### src/rtl/md_unit_ex.sv
// md_unit_ex: EX-stage multi-cycle multiply/divide unit owning the HI/LO registers
module md_unit_ex #(
   parameter int MULT_CYCLES = 5
) (
   input  logic        clk,
   input  logic        rst,
   input  logic        StartE,
   input  logic [1:0]  MdOpE,
   input  logic [31:0] SrcAE,
   input  logic [31:0] SrcBE,
   input  logic        HiLoWriteE,
   input  logic        HiLoE,
   output logic [31:0] HiLoOutE,
   output logic        BusyE,
   output logic        StallMdE,
   output logic        DoneE
);
   typedef enum logic [1:0] {IDLE, MUL, DIV} state_t;
   state_t      state;
   logic [31:0] hi, lo, q, r, d, a_orig, a_abs, b_abs, r_next, q_next;
   logic [63:0] prod, ax, bx;
   logic [32:0] t;
   logic [4:0]  cnt;
   logic        qs, rs, dz, fin, done, ge;
   // operand conditioning and one restoring-division step (MdOpE[0] selects unsigned)
   always_comb begin
      ax     = MdOpE[0] ? {32'b0, SrcAE} : {{32{SrcAE[31]}}, SrcAE};
      bx     = MdOpE[0] ? {32'b0, SrcBE} : {{32{SrcBE[31]}}, SrcBE};
      a_abs  = (!MdOpE[0] && SrcAE[31]) ? -SrcAE : SrcAE;
      b_abs  = (!MdOpE[0] && SrcBE[31]) ? -SrcBE : SrcBE;
      t      = {r, q[31]};
      ge     = t >= {1'b0, d};
      r_next = ge ? 32'(t - {1'b0, d}) : t[31:0];
      q_next = {q[30:0], ge};
   end
   // HI/LO ownership, operation sequencing and commit
   always_ff @(posedge clk or negedge rst) begin
      if (!rst) begin
         state  <= IDLE;
         hi     <= '0;
         lo     <= '0;
         q      <= '0;
         r      <= '0;
         d      <= '0;
         a_orig <= '0;
         prod   <= '0;
         cnt    <= '0;
         qs     <= 1'b0;
         rs     <= 1'b0;
         dz     <= 1'b0;
         fin    <= 1'b0;
         done   <= 1'b0;
      end else begin
         done <= 1'b0;
         if (HiLoWriteE) begin
            if (HiLoE) hi <= SrcAE;
            else lo <= SrcAE;
            state <= IDLE;
         end else begin
            case (state)
               IDLE: if (StartE) begin
                  if (MdOpE[1]) begin
                     q      <= a_abs;
                     r      <= '0;
                     d      <= b_abs;
                     a_orig <= SrcAE;
                     qs     <= !MdOpE[0] && (SrcAE[31] ^ SrcBE[31]);
                     rs     <= !MdOpE[0] && SrcAE[31];
                     dz     <= SrcBE == 32'b0;
                     fin    <= 1'b0;
                     cnt    <= 5'd31;
                     state  <= DIV;
                  end else begin
                     prod  <= ax * bx;
                     cnt   <= 5'(MULT_CYCLES - 1);
                     state <= MUL;
                  end
               end
               MUL: if (cnt == 5'd0) begin
                  hi    <= prod[63:32];
                  lo    <= prod[31:0];
                  done  <= 1'b1;
                  state <= IDLE;
               end else cnt <= cnt - 5'd1;
               DIV: if (fin) begin
                  lo    <= dz ? 32'hFFFF_FFFF : (qs ? -q : q);
                  hi    <= dz ? a_orig : (rs ? -r : r);
                  done  <= 1'b1;
                  state <= IDLE;
               end else begin
                  q <= q_next;
                  r <= r_next;
                  if (cnt == 5'd0) fin <= 1'b1;
                  else cnt <= cnt - 5'd1;
               end
               default: state <= IDLE;
            endcase
         end
      end
   end
   assign HiLoOutE = HiLoE ? hi : lo;
   assign BusyE    = state != IDLE;
   assign StallMdE = StartE | BusyE;
   assign DoneE    = done;
endmodule
### config.mk
export PLATFORM = sky130hd
export DESIGN_NAME = md_unit_ex
export DESIGN_NICKNAME = d
export VERILOG_FILES = /design/src/rtl/md_unit_ex.sv
export SDC_FILE = /design/constraint.sdc
export NUM_CORES = 2
export LEC_CHECK = 0
export CORE_MARGIN = 5
export CORE_UTILIZATION = 35
export DETAILED_ROUTE_END_ITERATION = 7
export PLACE_DENSITY = 0.48
export SLEW_MARGIN = 40
export SYNTH_ARGS = -nofsm -noshare
export SYNTH_HDL_FRONTEND = slang
export SYNTH_SLANG_ARGS = --single-unit
### constraint.sdc
create_clock -name clk -period 4.6 [get_ports clk]
set_clock_uncertainty 0.15 [all_clocks]
set_input_delay 0.92 -clock clk [delete_from_list [all_inputs] [get_ports clk]]
set_output_delay 0.92 -clock clk [all_outputs]
set_load 0.03 [all_outputs]
# Yosys cells after proc, flatten, opt, wreduce, memory -nomap -nowiden
# Cells that the tools add are included.
# op_classes
reduce_logical,19
muxes,47
n_mul,1
n_eq_ne,10
div_mod_pow,0
n_addsub,6
n_lt_le_gt_ge,1
bitwise_logic,4
shift,0
# ops
op,n
$mux 32,22
$pmux 32 s2,4
$mux 64,2
$neg 32->32,4
$mul 64x64->64,1
$ge 33x32->1,1
$logic_not 32->1,1
$sub 32x32->32,1
$reduce_and 4->1,6
$mux 5,4
$pmux 5 s3,1
$mux 2,5
$ne 3x3->1 const B,3
$ne 2x2->1 const B,4
$mux 1,6
$pmux 2 s3,1
$reduce_bool 3->1,2
$logic_not 5->1,1
$reduce_and 5->1,1
$sub 5x1->5 const B,1
$pmux 1 s2,2
$reduce_bool 2->1,2
$logic_and 1x1->1,3
$reduce_and 3->1,1
other kinds (8),9
# word_totals
inputBits,71
memories,0
latchBits,0
romBits,0
register_bits,268
mem_bits_rw,0

# Longest topological paths before layout
# depth
depth_word,6
depth_mapped,39
ltp_nobuf,34

# Worst setup path before layout
# OpenSTA, ideal clock, no wires.
# synth_path
path_kind,input-to-reg
startpoint,in SrcAE[31]
endpoint,reg prod[63]
setup_slack_ns,-6.147
arrival_ns,10.468
setup_time_ns,0.129
path_stages,32
n_path_buf,5
path_cell_list,clkbuf_1 nor2b_1 clkbuf_1 clkbuf_1 clkbuf_1 clkbuf_1 nand2_1 fa_1 inv_1 fa_1 fa_1 inv_1 fa_1 inv_1 fa_1 fa_1 fa_1 fa_1 fa_1 inv_1 fa_1 inv_1 ha_1 a21o_1 a41oi_1 o31ai_1 a211o_1 o211a_1 or4b_1 a31oi_1 xnor2_1 o21ai_1
# synth_between
elab_chain_len,2
# synth_lines
element,line_no,text
"start, declared",9,"input logic [31:0] SrcAE,"
$mux 64,27,"ax = MdOpE[0] ? {32'b0, SrcAE} : {{32{SrcAE[31]}}, SrcAE};"
$mul 64x64->64,74,prod <= ax * bx;
"end signal, assigned",74,
"end, declared",21,"logic [63:0] prod, ax, bx;"
# Every way passes these cells.
# A chain may end at the register's enable or synchronous reset.

# Worst setup path after layout
# Same ends and word-level chain as after synthesis.

==> results.ini <==
[outcome]
status = finished, violations left
failed_checks = setup timing

[setup_path]
start_kind = input pin
critPathRequiredTime_ns = 4.86
cpMostUsedCell = fa_1
r2r_start = r[0]$_DFFE_PN0P_
end_kind = register
cp_slowest_cell = fa_1
reg2reg_slack_ns = 0.55
cp_data_arrival_time_ns = 9.51
r2r-end = r[1]$_DFFE_PN0P_
r2r_cells = 12
crit_fanout = 5
crit_type = input pin to register
max_stage_delay_ns = 0.58

[drt]
drtPass1Iterations = 7
drc = 0
detail_route.iter0.violations = 3117
vias_per_cell = 4.93
wl_per_cell_um = 23.1
dr_total_vias = 50500
ant_nets = 0
wl_mm = 237

[global_route]
grt_pass1_wl_mm = 356
grt_max_degree = 97
grt_antenna_before_repair = 20
grt_pass1_vias = 55500
grt_usage = 0.247
grt_overflow = 0

[finish]
nFillCells = 18000
fin_nets = 9596
ff_latch_area_um2 = 6710
multi_input_area_um2 = 52700
final_common_cell = inv_1
drive_above_1_share = 0.215
syn_to_final_growth_pct = 25.0
final_cell_mix = inv_1, fa_1, nand2_1

[floorplanning]
initial_utilization = 0.352
coreArea_um2 = 183000
rows = 157
die_width_um = 439
die-area_um2 = 193000
die_height_um = 439
io-pin-count = 106

[sta]
worst_hold_slack_ns = 0.152
layout_setup_ws_ns = -4.65
tightest_slew_ns = 0.810
drv_slew = 0
fin_crit_ns = 9.25
relSlewSlack = 0.460
fin_crit_sh = 2.01
fmax_ghz = 0.108
grt_setup_unrepaired = yes
setup-violations-final = 58
hold_viol = 0

[synthesis]
yosysSeqAreaShare = 0.104
synth_top_area_frac = 0.442
postSynth.asyncResetShare = 1.00
synth_edf_count = 0
syn_inst = 7036
ys_seq_elements = 268
synth_cell_types = 81
synth_area_leaders = fa_1, dfrtp_1, inv_1, ha_1, and2_1
yosys.area.top_type = fa_1
syn-cell-area_um2 = 64300
syn_avg_cell_area_um2 = 9.15
synth.net_count = 8883
yosysWarnings = 0
yosys_most_used_dff = dfrtp_1

[run]
cap_viol_max_count = 0

[placed_design]
gp_congestion = 0.919
portBuffers = 105
post-dp-hpwl_mm = 192

[clock_network]
cts_tree = built
root_buffer = clkbuf_16
cts_buffer_depth = 3
cts.sink_count = 268
numCtsBuffers = 34
clkTransAtPathRegs_ns = 0.06
cts_hold_buf = 0
htree_levels = 2
clk_latency_ns = 0.55

[hold_path]
hp-class = input pin to async pin

==> synth_stat cells, types with 62 or more instances <==
cell / n
ha_1: 354
fa_1: 1422
clkbuf_1: 342
xor2_1: 104
and2_1: 589
o21ai_0: 286
nand2_1: 790
mux2_2: 62
nor2_1: 217
inv_1: 1584
a21oi_1: 211
dfrtp_1: 268
xnor2_1: 147
==> flip-flops by register name, indices dropped and copies added, names as in the netlist, 5 cells and up <==
name and count:
a_orig 32, cnt 5, d 32, hi 32, lo 32, prod 64, q 32, r 32
==> final cells by class <==
class,instances,share of cell area
flip-flops and latches,268,0.0834
multi-input cells,4773,0.655
well taps,2464,0.0383
repair buffers,1086,0.134
inverters,1586,0.0741
clock buffers,49,0.0120
diodes,9,0.000280
clock inverters,11,0.00205
==> per-layer routing <==
metal	share of wire	GRT usage	routed length, µm
met4	0.040	0.0807	9430
met5	0	0	0
met2	0.50	0.438	118000
met3	0.044	0.0216	10400
met1	0.42	0.320	99100
==> through the flow <==
step | area (µm²) | utilization | setup TNS [ns] | std cells | worst slack [ns]
floorplan | 66000 | - | -200.35 | 7036 | -5.00
global placement | 75100 | 0.411 | -266.82 | 10000 | -5.58
detailed placement | 75200 | 0.411 | -266.78 | 10000 | -5.65
CTS | 79100 | 0.432 | -208.98 | 10200 | -4.63
global route | 80400 | 0.440 | -224.34 | 10200 | -4.92
finish | 80400 | 0.440 | -211.76 | 10200 | -4.65
==> worst max-delay path: cells and delay by family <==
kind / cells / cell delay (ns)
AO/OA/AOI/OAI: 8 / 1.59
XOR/XNOR: 1 / 0.15
buffers and inverters: 8 / 0.75
AND/OR/NAND/NOR: 3 / 0.90
adder cells (fa/ha/maj): 11 / 5.16
==> repair_timing <==
| action | 4_1_cts | 5_1_grt |
|---|---|---|
| pin swaps | 232 | 159 |
| cloned | 19 | 5 |
| gates resized for setup | 477 | 259 |
| setup endpoints to repair | 59 | 59 |
| buffers inserted | 89 | 45 |
==> cell families after synthesis <==
group | after synthesis | share of synthesized area
compound gates | 817 | 0.0781
xor+xnor | 251 | 0.0342
fa+ha+maj | 1777 | 0.511
buf+inv | 1995 | 0.117
flops | 268 | 0.104
mux | 96 | 0.0161
simple gates | 1832 | 0.139
==> worst max-delay path by stage <==
stage              start                   end  slack [ns]  cells past startpoint
2_1_floorplan  SrcAE[31]  prod[63]$_DFFE_PN0P_       -5.00                     32
3_3_place_gp    SrcBE[1]  prod[63]$_DFFE_PN0P_       -5.58                     32
3_5_place_dp    SrcBE[1]  prod[63]$_DFFE_PN0P_       -5.65                     31
4_1_cts        SrcAE[31]  prod[63]$_DFFE_PN0P_       -4.63                     33
5_1_grt        SrcAE[31]  prod[63]$_DFFE_PN0P_       -4.92                     31
6_report       SrcAE[31]  prod[63]$_DFFE_PN0P_       -4.65                     31
Power is left out: the tool's default activity adds up to more than one toggle a clock period on the data nets, which glitch-free logic cannot reach.
